### src/rtl/axis_pkg.sv
// Shared definitions for the AXI-Stream packet FIFO slice.
package axis_pkg;

  localparam int unsigned BYTE_W = 8;

  typedef enum logic {
    ACCEPT  = 1'b0,
    DISCARD = 1'b1
  } fifo_state_e;

endpackage

### src/rtl/simple_dual_port_ram.sv
// Simple dual-port RAM: one write port, one read port with a registered,
// enable-gated output that holds its value while the enable is low.
module simple_dual_port_ram #(
  parameter int unsigned WIDTH     = 8,
  parameter int unsigned ADDR_BITS = 8
) (
  input  logic                 clk,
  input  logic                 wr_en_i,
  input  logic [ADDR_BITS-1:0] wr_addr_i,
  input  logic [WIDTH-1:0]     wr_data_i,
  input  logic                 rd_en_i,
  input  logic [ADDR_BITS-1:0] rd_addr_i,
  output logic [WIDTH-1:0]     rd_data_o
);

  logic [WIDTH-1:0] mem_q [0:(1<<ADDR_BITS)-1];
  logic [WIDTH-1:0] rd_data_q;

  always_ff @(posedge clk) begin
    if (wr_en_i) begin
      mem_q[wr_addr_i] <= wr_data_i;
    end
    if (rd_en_i) begin
      rd_data_q <= mem_q[rd_addr_i];
    end
  end

  assign rd_data_o = rd_data_q;

endmodule

### src/rtl/axis_packet_fifo.sv
// AXI-Stream FIFO with optional store-and-forward packet commit, error-packet
// dropping and oversize-packet discard.
module axis_packet_fifo
  import axis_pkg::*;
#(
  parameter int unsigned AXIS_BYTES     = 1,
  parameter int unsigned AXIS_USER_BITS = 1,
  parameter int unsigned LOG2_DEPTH     = 8,
  parameter int unsigned PACKET_MODE    = 1,
  parameter int unsigned DROP_ON_ERR    = 1
) (
  input  logic                          clk,
  input  logic                          sresetn,
  output logic                          axis_i_tready,
  input  logic                          axis_i_tvalid,
  input  logic                          axis_i_tlast,
  input  logic [BYTE_W*AXIS_BYTES-1:0]  axis_i_tdata,
  input  logic [AXIS_USER_BITS-1:0]     axis_i_tuser,
  input  logic                          axis_o_tready,
  output logic                          axis_o_tvalid,
  output logic                          axis_o_tlast,
  output logic [BYTE_W*AXIS_BYTES-1:0]  axis_o_tdata,
  output logic [AXIS_USER_BITS-1:0]     axis_o_tuser,
  output logic [LOG2_DEPTH:0]           level_o,
  output logic [LOG2_DEPTH:0]           pkt_count_o,
  output logic                          drop_o
);

  localparam int unsigned DW = BYTE_W * AXIS_BYTES;
  localparam int unsigned WW = 1 + DW + AXIS_USER_BITS;
  localparam int unsigned PW = LOG2_DEPTH + 1;

  fifo_state_e   state_q, state_d;
  logic [PW-1:0] wr_ptr_q, wr_ptr_d;
  logic [PW-1:0] commit_ptr_q, commit_ptr_d;
  logic [PW-1:0] rd_ptr_q, rd_ptr_d;
  logic [PW-1:0] level_q, level_d;
  logic [PW-1:0] pkt_count_q, pkt_count_d;
  logic          tvalid_q, tvalid_d;
  logic          drop_q, drop_d;

  logic          full;
  logic          in_progress;
  logic          overflow;
  logic          accept;
  logic          err_drop;
  logic          wr_en;
  logic          rd_en;
  logic          commit_inc;
  logic          out_dec;
  logic [WW-1:0] wr_word;
  logic [WW-1:0] rd_word;

  assign full = (wr_ptr_q[LOG2_DEPTH-1:0] == rd_ptr_q[LOG2_DEPTH-1:0]) &&
                (wr_ptr_q[LOG2_DEPTH] != rd_ptr_q[LOG2_DEPTH]);
  assign in_progress = (wr_ptr_q != commit_ptr_q);

  // A full memory holding only an uncommitted packet can never drain, so the
  // packet is abandoned; tready stays high so the source is not stalled.
  assign overflow = (PACKET_MODE != 0) && (state_q == ACCEPT) && full &&
                    in_progress && (rd_ptr_q == commit_ptr_q);

  assign axis_i_tready = (state_q == DISCARD) || !full || overflow;
  assign accept        = axis_i_tvalid && axis_i_tready;
  assign err_drop      = (PACKET_MODE != 0) && (DROP_ON_ERR != 0) &&
                         axis_i_tlast && axis_i_tuser[0];

  assign rd_en   = (rd_ptr_q != commit_ptr_q) && (!tvalid_q || axis_o_tready);
  assign out_dec = tvalid_q && axis_o_tready && axis_o_tlast;
  assign wr_word = {axis_i_tlast, axis_i_tdata, axis_i_tuser};

  always_comb begin
    state_d      = state_q;
    wr_ptr_d     = wr_ptr_q;
    commit_ptr_d = commit_ptr_q;
    rd_ptr_d     = rd_ptr_q;
    tvalid_d     = tvalid_q;
    drop_d       = 1'b0;
    wr_en        = 1'b0;
    commit_inc   = 1'b0;

    case (state_q)
      DISCARD: begin
        if (accept && axis_i_tlast) begin
          state_d = ACCEPT;
        end
      end
      default: begin
        if (overflow) begin
          wr_ptr_d = commit_ptr_q;
          drop_d   = 1'b1;
          if (!(accept && axis_i_tlast)) begin
            state_d = DISCARD;
          end
        end else if (accept) begin
          if (err_drop) begin
            wr_ptr_d = commit_ptr_q;
            drop_d   = 1'b1;
          end else begin
            wr_en    = 1'b1;
            wr_ptr_d = wr_ptr_q + PW'(1);
            if ((PACKET_MODE == 0) || axis_i_tlast) begin
              commit_ptr_d = wr_ptr_q + PW'(1);
            end
            commit_inc = axis_i_tlast;
          end
        end
      end
    endcase

    if (rd_en) begin
      rd_ptr_d = rd_ptr_q + PW'(1);
      tvalid_d = 1'b1;
    end else if (axis_o_tready) begin
      tvalid_d = 1'b0;
    end

    pkt_count_d = pkt_count_q + {{LOG2_DEPTH{1'b0}}, commit_inc}
                              - {{LOG2_DEPTH{1'b0}}, out_dec};
    level_d     = wr_ptr_d - rd_ptr_d;
  end

  always_ff @(posedge clk) begin
    if (!sresetn) begin
      state_q      <= ACCEPT;
      wr_ptr_q     <= '0;
      commit_ptr_q <= '0;
      rd_ptr_q     <= '0;
      level_q      <= '0;
      pkt_count_q  <= '0;
      tvalid_q     <= 1'b0;
      drop_q       <= 1'b0;
    end else begin
      state_q      <= state_d;
      wr_ptr_q     <= wr_ptr_d;
      commit_ptr_q <= commit_ptr_d;
      rd_ptr_q     <= rd_ptr_d;
      level_q      <= level_d;
      pkt_count_q  <= pkt_count_d;
      tvalid_q     <= tvalid_d;
      drop_q       <= drop_d;
    end
  end

  // The RAM read register doubles as the output register; it only loads on rd_en.
  simple_dual_port_ram #(
    .WIDTH     (WW),
    .ADDR_BITS (LOG2_DEPTH)
  ) u_ram (
    .clk       (clk),
    .wr_en_i   (wr_en),
    .wr_addr_i (wr_ptr_q[LOG2_DEPTH-1:0]),
    .wr_data_i (wr_word),
    .rd_en_i   (rd_en),
    .rd_addr_i (rd_ptr_q[LOG2_DEPTH-1:0]),
    .rd_data_o (rd_word)
  );

  assign {axis_o_tlast, axis_o_tdata, axis_o_tuser} = rd_word;
  assign axis_o_tvalid = tvalid_q;
  assign level_o       = level_q;
  assign pkt_count_o   = pkt_count_q;
  assign drop_o        = drop_q;

endmodule

### config.mk
export PLATFORM = sky130hd
export DESIGN_NAME = axis_packet_fifo
export DESIGN_NICKNAME = d
export VERILOG_FILES = /design/src/rtl/axis_pkg.sv /design/src/rtl/simple_dual_port_ram.sv /design/src/rtl/axis_packet_fifo.sv
export SDC_FILE = /design/constraint.sdc
export NUM_CORES = 2
export LEC_CHECK = 0
export ABC_AREA = 1
export BUFFER_PORTS_ARGS = -buffer_cell sky130_fd_sc_hd__buf_2
export CORE_UTILIZATION = 63
export DETAILED_ROUTE_END_ITERATION = 6
export HOLD_SLACK_MARGIN = 0.03
export PLACE_DENSITY_LB_ADDON = 0.05
export SLEW_MARGIN = 40
export SYNTH_ARGS = -nofsm -noshare
export SYNTH_HDL_FRONTEND = slang
export SYNTH_SLANG_ARGS = --single-unit
### constraint.sdc
create_clock -name clk -period 6.46 [get_ports clk]
set_input_delay 1.292 -clock clk [delete_from_list [all_inputs] [get_ports clk]]
set_output_delay 1.292 -clock clk [all_outputs]
set_load 0.03 [all_outputs]
==> out/results.tsv <==
stage	metric	value	unit
run_status	status	finished with violations	
run_status	failing checks	DRC	
logic_synthesis	async set-reset flop share out of synthesis	0	%
sta	Final WS setup	1.51	ns
logic_synthesis	Synth area leaders	edfxtp_1, o21ai_0, nor2_1, nand2_1, o22ai_1	
sta	Final min period	4.95	ns
clock_tree	Post-CTS Setup Inserts	0	
routing	DR pass1 iterations	7	
logic_synthesis	compound-cell area share of the yosys netlist	12.0	%
sta	RSZ-0062 raised after global routing	false	
logic_synthesis	Post-synth EDFFs	2570	
logic_synthesis	adder-cell share of the synthesized area	0.302	%
sta	Slew Viols, Final	0	
placed_design	GPL Wtd Cong	0.967	
logic_synthesis	Synth top area share	73.8	%
finish	Layout area overhead	10.8	%
logic_synthesis	largest area contributor in the netlist	edfxtp_1	
worst_hold_path	worst min-delay path class	register to register	
setup_path	Setup crit end kind	register	
finish	nets@finish	8082	
sta	Fmax achieved	202	MHz
die	# rows	149	
sta	setup tns final	0	ns
sta	Worst slew margin	36.8	%
die	die height	409	µm
clock_tree	H-tree levels	5	
routing	Routed Antenna Nets	0	
die	total I/O pin count	45	
setup_path	crit-path max cell delay	0.79	ns
power_and_ir_drop	Leak	37.4	nW
setup_path	startpoint types	register	
placed_design	Port Buf Inserts	44	
sta	Layout Skew	0.0541	ns
sta	final worst-path cycle share	76.6	%
logic_synthesis	largest family of logic cells by synthesized area	compound AO/OA/AOI/OAI gates	
clock_tree	Clock Pin Slew Worst Setup and Hold Paths	0.06	ns
logic_synthesis	Syn Inst Count	8193	
logic_synthesis	mux share of post-synthesis cell area	0.421	%
clock_tree	# hold bufs at CTS	0	
logic_synthesis	Synth Area per Inst	12.8	µm²
setup_path	crit-path max FO	58	
logic_synthesis	post-synthesis simple-gate area fraction	9.76	%
grt	GRT overflow	0	
routing	1st-iter DRT viols	10100	
sta	Setup Viol. Count Final	0	
logic_synthesis	Yosys cell types	43	
routing	DR vias	68700	
clock_tree	total CTS buffers	281	
sta	Slew @ Worst Pin	0.947	ns
logic_synthesis	sequential-to-total area share from yosys stat	74.8	%
setup_path	slowest library cell on the worst path	dfxtp_4	
setup_path	CP dominant cell by count	nand2_1	
placed_design	detailed placement HPWL	162000	µm
clock_tree	clk_lat worst skew	0.92	ns
clock_tree	CTS tree	done	
routing	DR WL/cell	28.2	µm
finish	layout cells sized above 1	9.90	%
grt	largest net degree at the start of global routing	192	
setup_path	WP data required	7.28	ns
clock_tree	Max clock buf depth	4	
power_and_ir_drop	VDD IR max	637	µV
routing	drt drc	2	
grt	GRT Util Overall	34.9	%
logic_synthesis	Post-synth top cells	edfxtp_1, nor2_1, o21ai_0	
logic_synthesis	count leader, synth	edfxtp_1	
die	total die area	0.168	mm²
routing	vias per inst	6.59	
grt	initial antenna violation count	14	
grt	first-pass GRT wire length	429000	µm
logic_synthesis	Mapped Area	0.105	mm²
logic_synthesis	Synth Area in XOR/XNOR	0.176	%
routing	DRT Wirelength	294000	µm
die	Initial Util	63.4	%
logic_synthesis	yosys warns	0	
setup_path	Worst EP arrival	5.77	ns
placed_design	Place WS	1.53	ns
run	Max-cap violations	0	
logic_synthesis	net count after synthesis	8231	
clock_tree	PostCTS Resize Cnt	0	
power_and_ir_drop	PD cells	387	mW/mm²
sta	Final Hold Viols	0	
clock_tree	Clock Sinks	2618	
setup_path	WS Path Type	register to register	
logic_synthesis	flops & latches, synth	2618	
die	Core ar.	0.165	mm²
setup_path	cell chain of the critical path	inv_8 > nand2_1 > and2_1 > nand3_1 > nor3_1 > nand2_1 > nor3_1 > nand3_1 > nand4_1 > ha_1 > inv_1 > ha_1 > inv_1 > fa_1 > o21ai_0 > nand2_1 > nand2_1 > a21oi_1 > o21bai_1 > a21oi_1 > o21bai_1 > o21ai_0 > a21oi_1	
die	Chip Width	409	µm
power_and_ir_drop	Power Total	44.8	mW
grt	vias in the first global route	64400	
clock_tree	Clock Tree Root	clkbuf_16	
logic_synthesis	Top FF cell, synth	edfxtp_1	
[power breakdown]
part           internal [mW]  total [mW]  switching (mW)  leakage, nW
Sequential              18.8        19.0           0.212         23.5
Combinational           2.73        10.8            8.11         9.87
Clock                   8.60        14.9            6.28         4.05
[cell families (layout without fill, tap and decap cells)]
logic type | after synthesis | after routing
xor gates and xnor gates | 21 | 21
adders and majority gates | 24 | 24
buffers and inverters | 684 | 724
AOI/OAI and AO/OA | 2195 | 2195
muxes | 44 | 44
DFF | 2618 | 2618
other | 0 | 3
and+or+nand+nor | 2607 | 2607
[layout make-up]
| cell class | instances | area, µm² |
|---|---|---|
| diodes | 3 | 7.51 |
| clock buffers | 361 | 7480 |
| well taps | 2189 | 2740 |
| flip-flops and latches | 2618 | 78200 |
| inverters | 92 | 373 |
| repair buffers | 160 | 1680 |
| multi-input cells | 4891 | 24500 |
| fillers | 11300 | 49100 |
| clock inverters | 111 | 821 |
[critical path: cells and delay by family, from the launching register on]
family | cells | cell delay (ns)
buf+inv | 3 | 0.45
fa+ha+maj | 3 | 0.88
simple gates | 10 | 1.80
flops | 1 | 0.79
compound gates | 7 | 0.94
[path summary, 6_finish.rpt]
path | from | end | slack, ns | cells past startpoint
max reg2reg | rd_ptr_q[1] | pkt_count_o[8] | 1.51 | 23
min | commit_ptr_q[0] | commit_ptr_q[0] | 0.56 | 2
min reg2reg | commit_ptr_q[0] | commit_ptr_q[0] | 0.56 | 2
max | rd_ptr_q[1] | pkt_count_o[8] | 1.51 | 23
[routing by layer]
| metal | track usage (%) | wire length (µm) | vias up |
|---|---|---|---|
| met4 | 15.1 | 11900 | 8 |
| li1 | - | - | 30000 |
| met5 | 0 | 51 | - |
| met1 | 50.0 | 115000 | 34000 |
| met2 | 51.5 | 134000 | 4096 |
| met3 | 8.29 | 33400 | 640 |
[stage by stage]
stage               std cells  area (µm²)  utilization, %  hold WS [ns]
finish                  10400      116000            70.2         0.561
global route            10400      116000            70.2         0.583
CTS                     10400      115000            69.9         0.547
detailed placement       9943      107000            64.9         0.537
global placement         9935      106000            64.6         0.535
floorplan                8193      105000               -         0.496
[cells in the final DEF, fill, tap and decap left out, types with 6 or more instances in the layout]
cell type / netlist / layout
bufinv_16: 0 / 12
buf_4: 0 / 77
clkbuf_16: 0 / 287
a21oi_1: 175 / 175
buf_16: 0 / 9
xor2_1: 15 / 15
nor2_1: 1528 / 1274
mux2i_1: 44 / 44
nor2_2: 1 / 251
edfxtp_1: 2570 / 2570
dfxtp_1: 48 / 43
buf_2: 53 / 34
clkbuf_1: 493 / 72
o2111ai_1: 12 / 12
o22ai_1: 362 / 362
nand2_1: 811 / 802
clkinv_1: 2 / 55
clkinv_2: 0 / 36
buf_6: 1 / 7
nand4_1: 9 / 9
o221ai_1: 195 / 195
nand3_2: 7 / 18
nand3_1: 226 / 215
o21ai_0: 1305 / 1301
xnor2_1: 6 / 6
o211ai_1: 116 / 116
nand2_2: 3 / 7
nor3_1: 10 / 10
a211oi_1: 16 / 16
ha_1: 22 / 22
inv_1: 83 / 81
buf_12: 0 / 21
buf_8: 0 / 12
[state kept, by name, summed over array words and instances, names as in the netlist]
signal           cells
rd_ptr_q             9
axis_o_tvalid        1
commit_ptr_q         9
level_o              9
drop_o               1
u_ram.rd_data_o     10
u_ram.mem_q       2560
wr_ptr_q             9
state_q              1
pkt_count_o          9
No activity file was read; power rests on OpenSTA's default activity.
